===== src/rtl/avalon_sdram_bridge.sv =====
// Avalon-MM burst slave that drives the SDRAM controller host port.
// One Avalon read or write burst becomes exactly one controller transaction.
// Write beats are buffered ahead of IN_REQ; read beats are forwarded under OUT_VALID.
module avalon_sdram_bridge #(
  parameter int ASIZE    = 23,
  parameter int DSIZE    = 16,
  parameter int MAXBURST = 8
) (
  input  logic                 CLK,
  input  logic                 RESET_N,
  input  logic [ASIZE-1:0]     AV_ADDRESS,
  input  logic                 AV_READ,
  input  logic                 AV_WRITE,
  input  logic [7:0]           AV_BURSTCOUNT,
  input  logic [DSIZE-1:0]     AV_WRITEDATA,
  input  logic [DSIZE/8-1:0]   AV_BYTEENABLE,
  output logic                 AV_WAITREQUEST,
  output logic [DSIZE-1:0]     AV_READDATA,
  output logic                 AV_READDATAVALID,
  output logic [ASIZE-1:0]     ADDR,
  output logic                 WR,
  output logic                 RD,
  output logic [7:0]           LENGTH,
  output logic [DSIZE-1:0]     DATAIN,
  output logic [DSIZE/8-1:0]   DM,
  input  logic                 IN_REQ,
  input  logic                 OUT_VALID,
  input  logic [DSIZE-1:0]     DATAOUT,
  input  logic                 DONE
);

  localparam int BW = DSIZE / 8;
  localparam int IW = (MAXBURST > 1) ? $clog2(MAXBURST) : 1;
  localparam int PW = IW + 1;
  localparam logic [7:0] MAXB8 = 8'(MAXBURST);

  localparam logic [2:0] S_IDLE    = 3'd0;
  localparam logic [2:0] S_WFILL   = 3'd1;
  localparam logic [2:0] S_WISSUE  = 3'd2;
  localparam logic [2:0] S_RISSUE  = 3'd3;
  localparam logic [2:0] S_RELEASE = 3'd4;

  logic [2:0]       state;
  logic [2:0]       state_nxt;
  logic             done_m;
  logic             done_s;
  logic [PW-1:0]    wptr;
  logic [PW-1:0]    rptr;
  logic [PW-1:0]    rcnt;
  logic [7:0]       wptr_x;
  logic [7:0]       rptr_x;
  logic [7:0]       rcnt_x;
  logic [7:0]       last_idx;
  logic [7:0]       cnt_in;
  logic             wr_accept_idle;

  logic [DSIZE-1:0] wbuf_data [MAXBURST];
  logic [BW-1:0]    wbuf_mask [MAXBURST];

  assign wptr_x         = 8'(wptr);
  assign rptr_x         = 8'(rptr);
  assign rcnt_x         = 8'(rcnt);
  assign last_idx       = LENGTH - 8'd1;
  assign wr_accept_idle = (state == S_IDLE) && AV_WRITE && !AV_READ;

  assign WR     = (state == S_WISSUE);
  assign RD     = (state == S_RISSUE);
  assign DATAIN = (state == S_WISSUE) ? wbuf_data[rptr[IW-1:0]] : '0;
  assign DM     = (state == S_WISSUE) ? wbuf_mask[rptr[IW-1:0]] : '1;

  // DONE comes from outside this clock's timing; two-flop synchronizer
  always_ff @(posedge CLK or negedge RESET_N) begin
    if (!RESET_N) begin
      done_m <= 1'b0;
      done_s <= 1'b0;
    end else begin
      done_m <= DONE;
      done_s <= done_m;
    end
  end

  // Normalise burst count: 0 means a single beat; anything above the buffer depth is clamped
  always_comb begin
    cnt_in = AV_BURSTCOUNT;
    if (AV_BURSTCOUNT == 8'd0)
      cnt_in = 8'd1;
    else if (AV_BURSTCOUNT > MAXB8)
      cnt_in = MAXB8;
  end

  // Next-state decode
  always_comb begin
    state_nxt = state;
    case (state)
      S_IDLE: begin
        if (AV_READ)
          state_nxt = S_RISSUE;
        else if (AV_WRITE)
          state_nxt = (cnt_in == 8'd1) ? S_WISSUE : S_WFILL;
      end
      S_WFILL:   if (AV_WRITE && (wptr_x == last_idx)) state_nxt = S_WISSUE;
      S_WISSUE:  if (done_s && (rptr_x == last_idx))   state_nxt = S_RELEASE;
      S_RISSUE:  if (done_s && (rcnt_x == LENGTH))     state_nxt = S_RELEASE;
      // Entry into RELEASE needs done_s high, so at least one cycle is spent here
      // and the controller always sees WR/RD low before the next request edge.
      S_RELEASE: if (!done_s)                          state_nxt = S_IDLE;
      default:   state_nxt = S_IDLE;
    endcase
  end

  // Main control: state, command latches, pointers and read-return path
  always_ff @(posedge CLK or negedge RESET_N) begin
    if (!RESET_N) begin
      state            <= S_IDLE;
      AV_WAITREQUEST   <= 1'b1;
      AV_READDATA      <= '0;
      AV_READDATAVALID <= 1'b0;
      ADDR             <= '0;
      LENGTH           <= '0;
      wptr             <= '0;
      rptr             <= '0;
      rcnt             <= '0;
    end else begin
      state            <= state_nxt;
      AV_WAITREQUEST   <= !((state_nxt == S_IDLE) || (state_nxt == S_WFILL));
      AV_READDATAVALID <= 1'b0;
      case (state)
        S_IDLE: begin
          rptr <= '0;
          rcnt <= '0;
          wptr <= '0;
          if (AV_READ) begin
            ADDR   <= AV_ADDRESS;
            LENGTH <= cnt_in;
          end else if (AV_WRITE) begin
            ADDR   <= AV_ADDRESS;
            LENGTH <= cnt_in;
            wptr   <= PW'(1);
          end
        end
        S_WFILL: begin
          if (AV_WRITE)
            wptr <= wptr + PW'(1);
        end
        S_WISSUE: begin
          if (IN_REQ && (rptr_x != last_idx))
            rptr <= rptr + PW'(1);
        end
        S_RISSUE: begin
          if (OUT_VALID && (rcnt_x < LENGTH)) begin
            AV_READDATA      <= DATAOUT;
            AV_READDATAVALID <= 1'b1;
            rcnt             <= rcnt + PW'(1);
          end
        end
        default: ;
      endcase
    end
  end

  // Write beat buffer; contents are only visible in WISSUE so no reset is needed
  always_ff @(posedge CLK) begin
    if (wr_accept_idle) begin
      wbuf_data[0] <= AV_WRITEDATA;
      wbuf_mask[0] <= ~AV_BYTEENABLE;
    end else if ((state == S_WFILL) && AV_WRITE) begin
      wbuf_data[wptr[IW-1:0]] <= AV_WRITEDATA;
      wbuf_mask[wptr[IW-1:0]] <= ~AV_BYTEENABLE;
    end
  end

endmodule

===== config.mk =====
export PLATFORM = sky130hd
export DESIGN_NAME = avalon_sdram_bridge
export DESIGN_NICKNAME = d
export VERILOG_FILES = /design/src/rtl/avalon_sdram_bridge.sv
export SDC_FILE = /design/constraint.sdc
export NUM_CORES = 1
export LEC_CHECK = 0
export ABC_AREA = 1
export CAP_MARGIN = 10
export CORE_MARGIN = 5
export CORE_UTILIZATION = 25
export CTS_CLUSTER_SIZE = 8
export DETAILED_ROUTE_END_ITERATION = 12
export PLACE_DENSITY = 0.4
export SYNTH_ARGS = -nofsm -noshare
export SYNTH_HDL_FRONTEND = slang
export SYNTH_SLANG_ARGS = --single-unit
export TNS_END_PERCENT = 50

===== constraint.sdc =====
create_clock -name CLK -period 4.4 [get_ports CLK]
set_input_delay 1.1 -clock CLK [delete_from_list [all_inputs] [get_ports CLK]]
set_output_delay 1.1 -clock CLK [all_outputs]
set_load 0.005 [all_outputs]

==> results of run 1 <==
==> cell families (layout without fill, tap and decap cells) <==
| group | after synthesis | count (layout) | share of synthesized area |
|---|---|---|---|
| buffers and inverters | 79 | 255 | 0.03959 |
| flip-flops | 210 | 210 | 0.6778 |
| AO/OA/AOI/OAI | 151 | 151 | 0.09450 |
| other | 0 | 1 | 0 |
| adder cells (fa/ha/maj) | 8 | 8 | 0.01135 |
| AND/OR/NAND/NOR | 353 | 353 | 0.1718 |
| XOR/XNOR | 5 | 5 | 0.004966 |
==> per-stage QoR <==
stage / worst slack, ns / instances / hold WS, ns / area (µm²)
6_report: 0.5920 / 1438 / 0.3493 / 11700
3_5_place_dp: 1.133 / 1382 / 0.3410 / 10800
4_1_cts: 0.5336 / 1437 / 0.3534 / 11700
3_3_place_gp: 1.138 / 1382 / 0.3363 / 10800
2_1_floorplan: 0.9985 / 806 / 0.3312 / 8818
5_1_grt: 0.4420 / 1437 / 0.3603 / 11700
==> per-layer routing <==
layer  routed length (µm)  vias to the layer above
met5                    7                        -
met4                  461                        2
met3                 1956                       41
met2                10750                      160
met1                11340                     2958
li1                     -                     3097
==> flip-flops by register name, indices dropped and copies added (netlist names) <==
name              count
LENGTH                8
wbuf_mask            16
AV_READDATAVALID      1
done_m                1
wbuf_data           128
rptr                  4
done_s                1
AV_WAITREQUEST        1
state                 3
rcnt                  4
AV_READDATA          16
wptr                  4
ADDR                 23
==> cells in the mapped netlist <==
master | count | area (µm²)
nor4_1 | 2 | 12.51
nor2_4 | 4 | 45.04
a221o_1 | 4 | 40.04
nor3_2 | 1 | 10.01
o21ai_1 | 7 | 35.03
o22ai_1 | 17 | 106.4
buf_1 | 1 | 3.750
ha_1 | 8 | 100.1
xor2_1 | 4 | 35.03
o21ai_2 | 3 | 26.28
nor4_2 | 1 | 12.51
a21oi_1 | 18 | 90.09
nand4_2 | 1 | 12.51
dfrtp_1 | 65 | 1627
nor3_4 | 2 | 32.53
a31oi_1 | 16 | 100.1
buf_2 | 15 | 75.07
nand2_4 | 3 | 33.78
nor3b_1 | 1 | 7.510
o21a_1 | 1 | 7.510
edfxtp_1 | 144 | 4324
nor3_1 | 4 | 20.02
o31ai_1 | 1 | 7.510
nor2_2 | 1 | 6.260
clkinv_1 | 1 | 3.750
o21ai_0 | 84 | 420.4
nand3_1 | 30 | 150.1
dfstp_2 | 1 | 26.28
clkbuf_1 | 15 | 56.30
buf_6 | 2 | 22.52
nand3_2 | 2 | 20.02
nand2_2 | 3 | 18.77
nor2_1 | 122 | 457.9
buf_4 | 5 | 37.54
inv_1 | 30 | 112.6
nand4_1 | 6 | 37.54
nand2_1 | 170 | 638.1
xnor2_1 | 1 | 8.760
inv_2 | 10 | 37.54
==> power groups by stage <==
stage               Clock (µW)  Sequential, µW  Combinational, µW
floorplan                    0            2630               1160
global placement             0            2640               2260
detailed placement           0            2640               2250
CTS                       2250            2620               2260
global route              2320            2650               2480
finish                    2180            2610               2190
==> cell type report <==
type,count,area [µm²],share of cell area
Sequential cell,210,5978,0.5109
Multi-Input combinational cell,517,2525,0.2158
Timing Repair Buffer,159,1577,0.1347
Clock buffer,53,837.1,0.07153
Tap cell,455,569.3,0.04865
Inverter,41,153.9,0.01315
Clock inverter,2,60.06,0.005132
Antenna cell,1,2.502,0.0002138
==> final timing paths <==
check                                 end  slack [ns]  cells past startpoint
max                                 DM[0]        0.59                      6
min                                done_s        0.35                      0
max reg2reg                       rcnt[2]        2.24                     11
min reg2reg                        done_s        0.35                      0
max in group asynchronous  AV_WAITREQUEST        2.97                      2
min in group asynchronous        ADDR[17]        0.63                      1
==> layout by cell type, fill, tap and decap left out, types with 6 or more instances in the layout <==
| cell | synthesis | final |
|---|---|---|
| nor2_2 | 1 | 7 |
| edfxtp_1 | 144 | 144 |
| nand2_1 | 170 | 170 |
| inv_1 | 30 | 30 |
| clkdlybuf4s50_1 | 0 | 139 |
| a21oi_1 | 18 | 18 |
| buf_4 | 5 | 16 |
| nand4_1 | 6 | 6 |
| a31oi_1 | 16 | 16 |
| o21ai_1 | 7 | 7 |
| ha_1 | 8 | 8 |
| nor2_1 | 122 | 116 |
| clkbuf_1 | 15 | 23 |
| dfrtp_1 | 65 | 64 |
| clkbuf_16 | 0 | 30 |
| o22ai_1 | 17 | 17 |
| nand3_1 | 30 | 30 |
| o21ai_0 | 84 | 84 |
| inv_2 | 10 | 10 |
==> critical path, stage by stage (launching register included) <==
cell             delay (ns)
dfrtp_2                0.42
inv_2                  0.30
buf_12                 0.27
nand2_1                0.09
a221o_1                0.35
nand3_1                0.15
clkdlybuf4s50_1        0.53
==> key figures, run 1 <==
Status
  – Status: finished clean

Timing
  – Slew @ Worst Pin: 0.7660 ns
  – Max-slew violation count: 0
  – Rel. slew slack: 0.4894
  – Post-Route Skew: 0.02061 ns
  – RSZ-0062 raised after global routing: false
  – Fin. Hold Viols: 0
  – Setup violators final: 0
  – Maximum clock frequency: 0.2626 GHz
  – Minimum clock period: 3.808 ns
  – Post-route clock period utilization: 0.8655
  – Setup TNS: 0 ns

Routing
  – DR DRC count: 0
  – Pre-antenna DRT Iters: 4
  – Vias/cell: 4.352
  – Total Routed Length: 24510 µm
  – Via count: 6258
  – Initial DRC Count: 310
  – Antenna-violating nets left: 0
  – Routed len/inst: 17.04 µm

Power
  – Seq pwr share: 0.374
  – VDD IR-drop max: 0.0002865 V
  – Internal: 4719 µW
  – Clk pwr share: 0.312
  – Comb power frac: 0.314
  – Psw: 2267 µW
  – Pwr Total: 6986 µW
  – Power Dens Cells: 597.0 nW/µm²
  – Sw frac: 0.3245
  – Leak pwr: 0.004489 µW

Floorplanning
  – Die ar.: 39130 µm²
  – Boundary pin count: 141
  – Cell Rows: 68
  – Die width: 197.8 µm
  – Initial Utilization: 0.2540
  – Die height: 197.8 µm
  – Core area: 34710 µm²

Clocking
  – Hold_buf cts: 0
  – CTS Root Buffer Type: clkbuf_16
  – CTS tree: built
  – Buffers inserted by post-CTS timing repair: 0
  – CTS clk-pin slew, worst paths: 0.05 ns
  – Clk_lat worst skew: 0.56 ns
  – CTS Sinks: 210
  – Clk buf depth: 3
  – Number of clock buffers inserted by TritonCTS: 30
  – Resized Gates After CTS: 0
  – Max H-tree Level: 1

Global routing
  – GRT Resource Usage Total: 0.1234
  – Vias in the first global route: 6548
  – Met2 usage in global routing: 0.1918
  – Met3 usage: 0.04254
  – Largest net degree at the start of global routing: 78
  – Met1 Usage GRT: 0.1680
  – Initial antenna violation count: 1
  – Gr ovfl total: 0
  – First-pass GRT wire length: 38270 µm
  – Layer with the highest usage: met2

Synthesis
  – Cell Area, Synth: 8818 µm²
  – Ys Warns: 0
  – Cell count after synthesis: 806
  – Post-synthesis register bit count: 210
  – Mapped Nets: 886
  – Library cells used by synthesis: 39
  – Avg Inst Size Synth: 10.94 µm²
  – Sequential share of the synthesized area: 0.6778

Worst setup path
  – Worst setup path startpoint: rptr[0]
  – Critical path data required time: 3.30 ns
  – Crit path max fanout: 52
  – Crit path DAT: 2.71 ns
  – CP Capture Type: output pin
  – CP Class: flip-flop to output pin
  – Crit path launch type: flip-flop
  – R2r startpoint: LENGTH[3]

Finish
  – Final core utilization: 0.3371
  – Share of layout cells above drive strength 1: 0.09470
  – Nets: 1039
  – Area Growth Syn to Fin: 32.70%
  – # fillers: 3512

Placement
  – Port Buffers: 140
  – DP HPWL: 14840 µm
  – Gpl congestion: 0.7344

Min path
  – Hold Path Class: flip-flop to flip-flop
  – Worst Hold Launch: done_m

Run
  – Max_cap viols: 0
Note: power is estimated with default switching activity, not from simulation.
==> inputs of run 2 (changes only) <==
--- a/config.mk
+++ b/config.mk
@@ -11,7 +11,7 @@
 export CORE_UTILIZATION = 25
 export CTS_CLUSTER_SIZE = 8
 export DETAILED_ROUTE_END_ITERATION = 12
-export PLACE_DENSITY = 0.4
+export PLACE_DENSITY = 0.45
 export SYNTH_ARGS = -nofsm -noshare
 export SYNTH_HDL_FRONTEND = slang
 export SYNTH_SLANG_ARGS = --single-unit
==> key figures, run 2 (synthesis gave the netlist of run 1 again) <==
Status
  – Status: finished clean

Min path
  – Worst Hold Launch: done_m
  – Hold Path Depth: 0 (unchanged)
  – Hold Path Class: flip-flop to flip-flop
  – Hold endpoint: done_s

Floorplanning
  – Die ar.: 39130 µm² (unchanged)
  – Boundary pin count: 141 (unchanged)
  – Initial Utilization: 0.2540 (unchanged)
  – Die height: 197.8 µm (unchanged)
  – Core area: 34710 µm² (unchanged)
  – Cell Rows: 68 (unchanged)
  – Die width: 197.8 µm (unchanged)

Finish
  – Area of the multi-input gates: 2525 µm² (unchanged)
  – Area Growth Syn to Fin: 32.52%
  – Inserted Diodes: 0 (-1)
  – Non-filler instance count after layout: 1437 (-0.070%)
  – Commonest cells after routing, fill and taps aside: nand2_1, edfxtp_1, clkdlybuf4s50_1
  – Nets: 1042 (+0.29%)
  – # fillers: 3545 (+0.94%)
  – FF/Latch Area: 5978 µm² (unchanged)
  – Biggest regs: wbuf_data (128), ADDR (23)
  – Most common cell after layout, fill and taps aside: nand2_1
  – Largest register FFs: 128 (unchanged)
  – Largest register by flop count: wbuf_data
  – Share of layout cells above drive strength 1: 0.09776 (+0.003055)

Clocking
  – Number of clock buffers inserted by TritonCTS: 30 (unchanged)
  – Buffers inserted by post-CTS timing repair: 0 (unchanged)
  – Resized Gates After CTS: 0 (unchanged)
  – CTS clk-pin slew, worst paths: 0.06 ns (about the same)
  – Max H-tree Level: 1 (unchanged)
  – CTS Root Buffer Type: clkbuf_16
  – CTS tree: built
  – CTS Sinks: 210 (unchanged)
  – Clk_lat worst skew: 0.55 ns (about the same)
  – Clk buf depth: 3 (unchanged)
  – Hold_buf cts: 0 (unchanged)

Worst setup path
  – Crit path launch type: flip-flop
  – CP Capture Type: output pin
  – CP max-delay cell: clkdlybuf4s50_1
  – Worst reg-to-reg setup slack: 2.10 ns (-0.14 ns)
  – Crit path DAT: 2.72 ns (about the same)
  – CP Class: flip-flop to output pin
  – Slowest cell delay on critical path: 0.55 ns (+0.02 ns)
  – R2r startpoint: state[2]
  – CP Cell Sequence: inv_2 -> buf_4 -> nor2_1 -> o22ai_1 -> o21ai_0 -> a31oi_1 -> clkdlybuf4s50_1
  – R2r endpoint: wbuf_data[4][9]
  – Reg2reg path depth: 4 (-7)
  – Crit path max fanout: 26 (-50%)
  – Critical path data required time: 3.30 ns (about the same)

Timing
  – Minimum clock period: 3.817 ns (+0.009472 ns)
  – Setup violators final: 0 (unchanged)
  – Slew @ Worst Pin: 0.7852 ns (+0.01928 ns)
  – Fin. Hold Viols: 0 (unchanged)
  – Setup TNS: 0 ns (unchanged)
  – Post-route clock period utilization: 0.8676 (+0.002153)
  – Worst setup margin: 0.5825 ns (-0.009472 ns)
  – Rel. slew slack: 0.4759 (-0.01343)
  – Post-Route Skew: 0.01406 ns (-0.006549 ns)
  – Maximum clock frequency: 0.2620 GHz (-0.25%)
  – Worst hold slack: 0.3562 ns (+0.006926 ns)
  – Max-slew violation count: 0 (unchanged)
  – RSZ-0062 raised after global routing: false

Power
  – Power Dens Cells: 591.6 nW/µm² (-0.91%)
  – Leak pwr: 0.004485 µW (about the same)
  – VDD IR-drop max: 0.0003760 V (+31%)

Global routing
  – Gr ovfl total: 0 (unchanged)
  – Largest net degree at the start of global routing: 78 (unchanged)
  – First-pass GRT wire length: 37790 µm (-1.2%)
  – Vias in the first global route: 6605 (+0.87%)
  – Initial antenna violation count: 2 (+1)
  – GRT Resource Usage Total: 0.1208 (-0.002632)

Placement
  – Gpl congestion: 0.7281 (-0.86%)
  – Place WS: 1.093 ns (-0.04010 ns)
  – Port Buffers: 140 (unchanged)
  – DP Cell Count: 1385 (+0.22%)
  – DP HPWL: 15300 µm (+3.1%)

Routing
  – Total Routed Length: 24240 µm (-1.1%)
  – Pre-antenna DRT Iters: 4 (unchanged)
  – Initial DRC Count: 301 (-2.9%)
  – Vias/cell: 4.406 (+1.3%)
  – Via count: 6332 (+1.2%)
  – DR DRC count: 0 (unchanged)
  – Routed len/inst: 16.87 µm (-1.0%)
  – Antenna-violating nets left: 0 (unchanged)

Run
  – Max_cap viols: 0 (unchanged)
## run 2: cell types whose count changed in the layout (fill, tap and decap cells not counted), sizes merged
cell / previous run / this run
clkinv: 2 / 3
diode: 1 / 0
clkbuf: 53 / 50
bufinv: 1 / 0
buf: 20 / 23
## run 2: how the worst max path moves through the flow
| stage | startpoint | end | slack (ns) | cells past startpoint |
|---|---|---|---|---|
| after floorplan | AV_WRITE | wbuf_data[6][0] | 1.0 | 2 |
| after global placement | rptr[0] | DATAIN[11] | 1.09 | 7 |
| after detailed placement | rptr[0] | DATAIN[11] | 1.09 | 7 |
| after CTS | rptr[0] | DATAIN[11] | 0.49 | 7 |
| after global routing | rptr[1] | DATAIN[11] | 0.41 | 6 |
| final | rptr[0] | DATAIN[11] | 0.58 | 7 |
## run 2: cell type report
| class | instances | area share |
|---|---|---|
| timing repair buffer | 162 | 0.1368 |
| multi-input combinational | 517 | 0.2161 |
| tap | 455 | 0.04872 |
| clock inverter | 2 | 0.002998 |
| inverter | 41 | 0.01317 |
| clock buffer | 50 | 0.07066 |
| sequential | 210 | 0.5116 |
## run 2: routing by layer
layer / part of all wire / vias to the layer above / track usage
met5: 0.00078 / - / 0
met4: 0.025 / 4 / 0.03086
met3: 0.083 / 48 / 0.03965
met2: 0.43 / 203 / 0.1837
met1: 0.46 / 2985 / 0.1672
li1: - / 3092 / -
## run 2: critical path, delay by kind of cell, from the launching register on
kind	cells	cell delay (ns)
DFF	1	0.42
and+or+nand+nor	1	0.06
AOI/OAI and AO/OA	3	0.51
buffers and inverters	3	1.18
## run 2: power breakdown
group / internal (µW) / switching (µW)
clock network: 1260 / 845
logic: 963 / 1230
registers: 2430 / 174
total: 4660 / 2250
## run 2: per-stage QoR
step             util  total power, µW  instance area (µm²)
2_1_floorplan       -             3794                 8818
3_3_place_gp   0.3119             4881                10830
3_5_place_dp   0.3119             4876                10830
4_1_cts        0.3366             7045                11690
5_1_grt        0.3366             7375                11690
6_report       0.3366             6913                11690
==> inputs of run 3 (changes only) <==
--- a/config.mk
+++ b/config.mk
@@ -6,6 +6,7 @@
 export NUM_CORES = 1
 export LEC_CHECK = 0
 export ABC_AREA = 1
+export ABC_CLOCK_PERIOD_IN_PS = 4400
 export CAP_MARGIN = 10
 export CORE_MARGIN = 5
 export CORE_UTILIZATION = 25
==> results of run 3 <==
The final DEF is identical to that of run 2; final timing and power are the same.
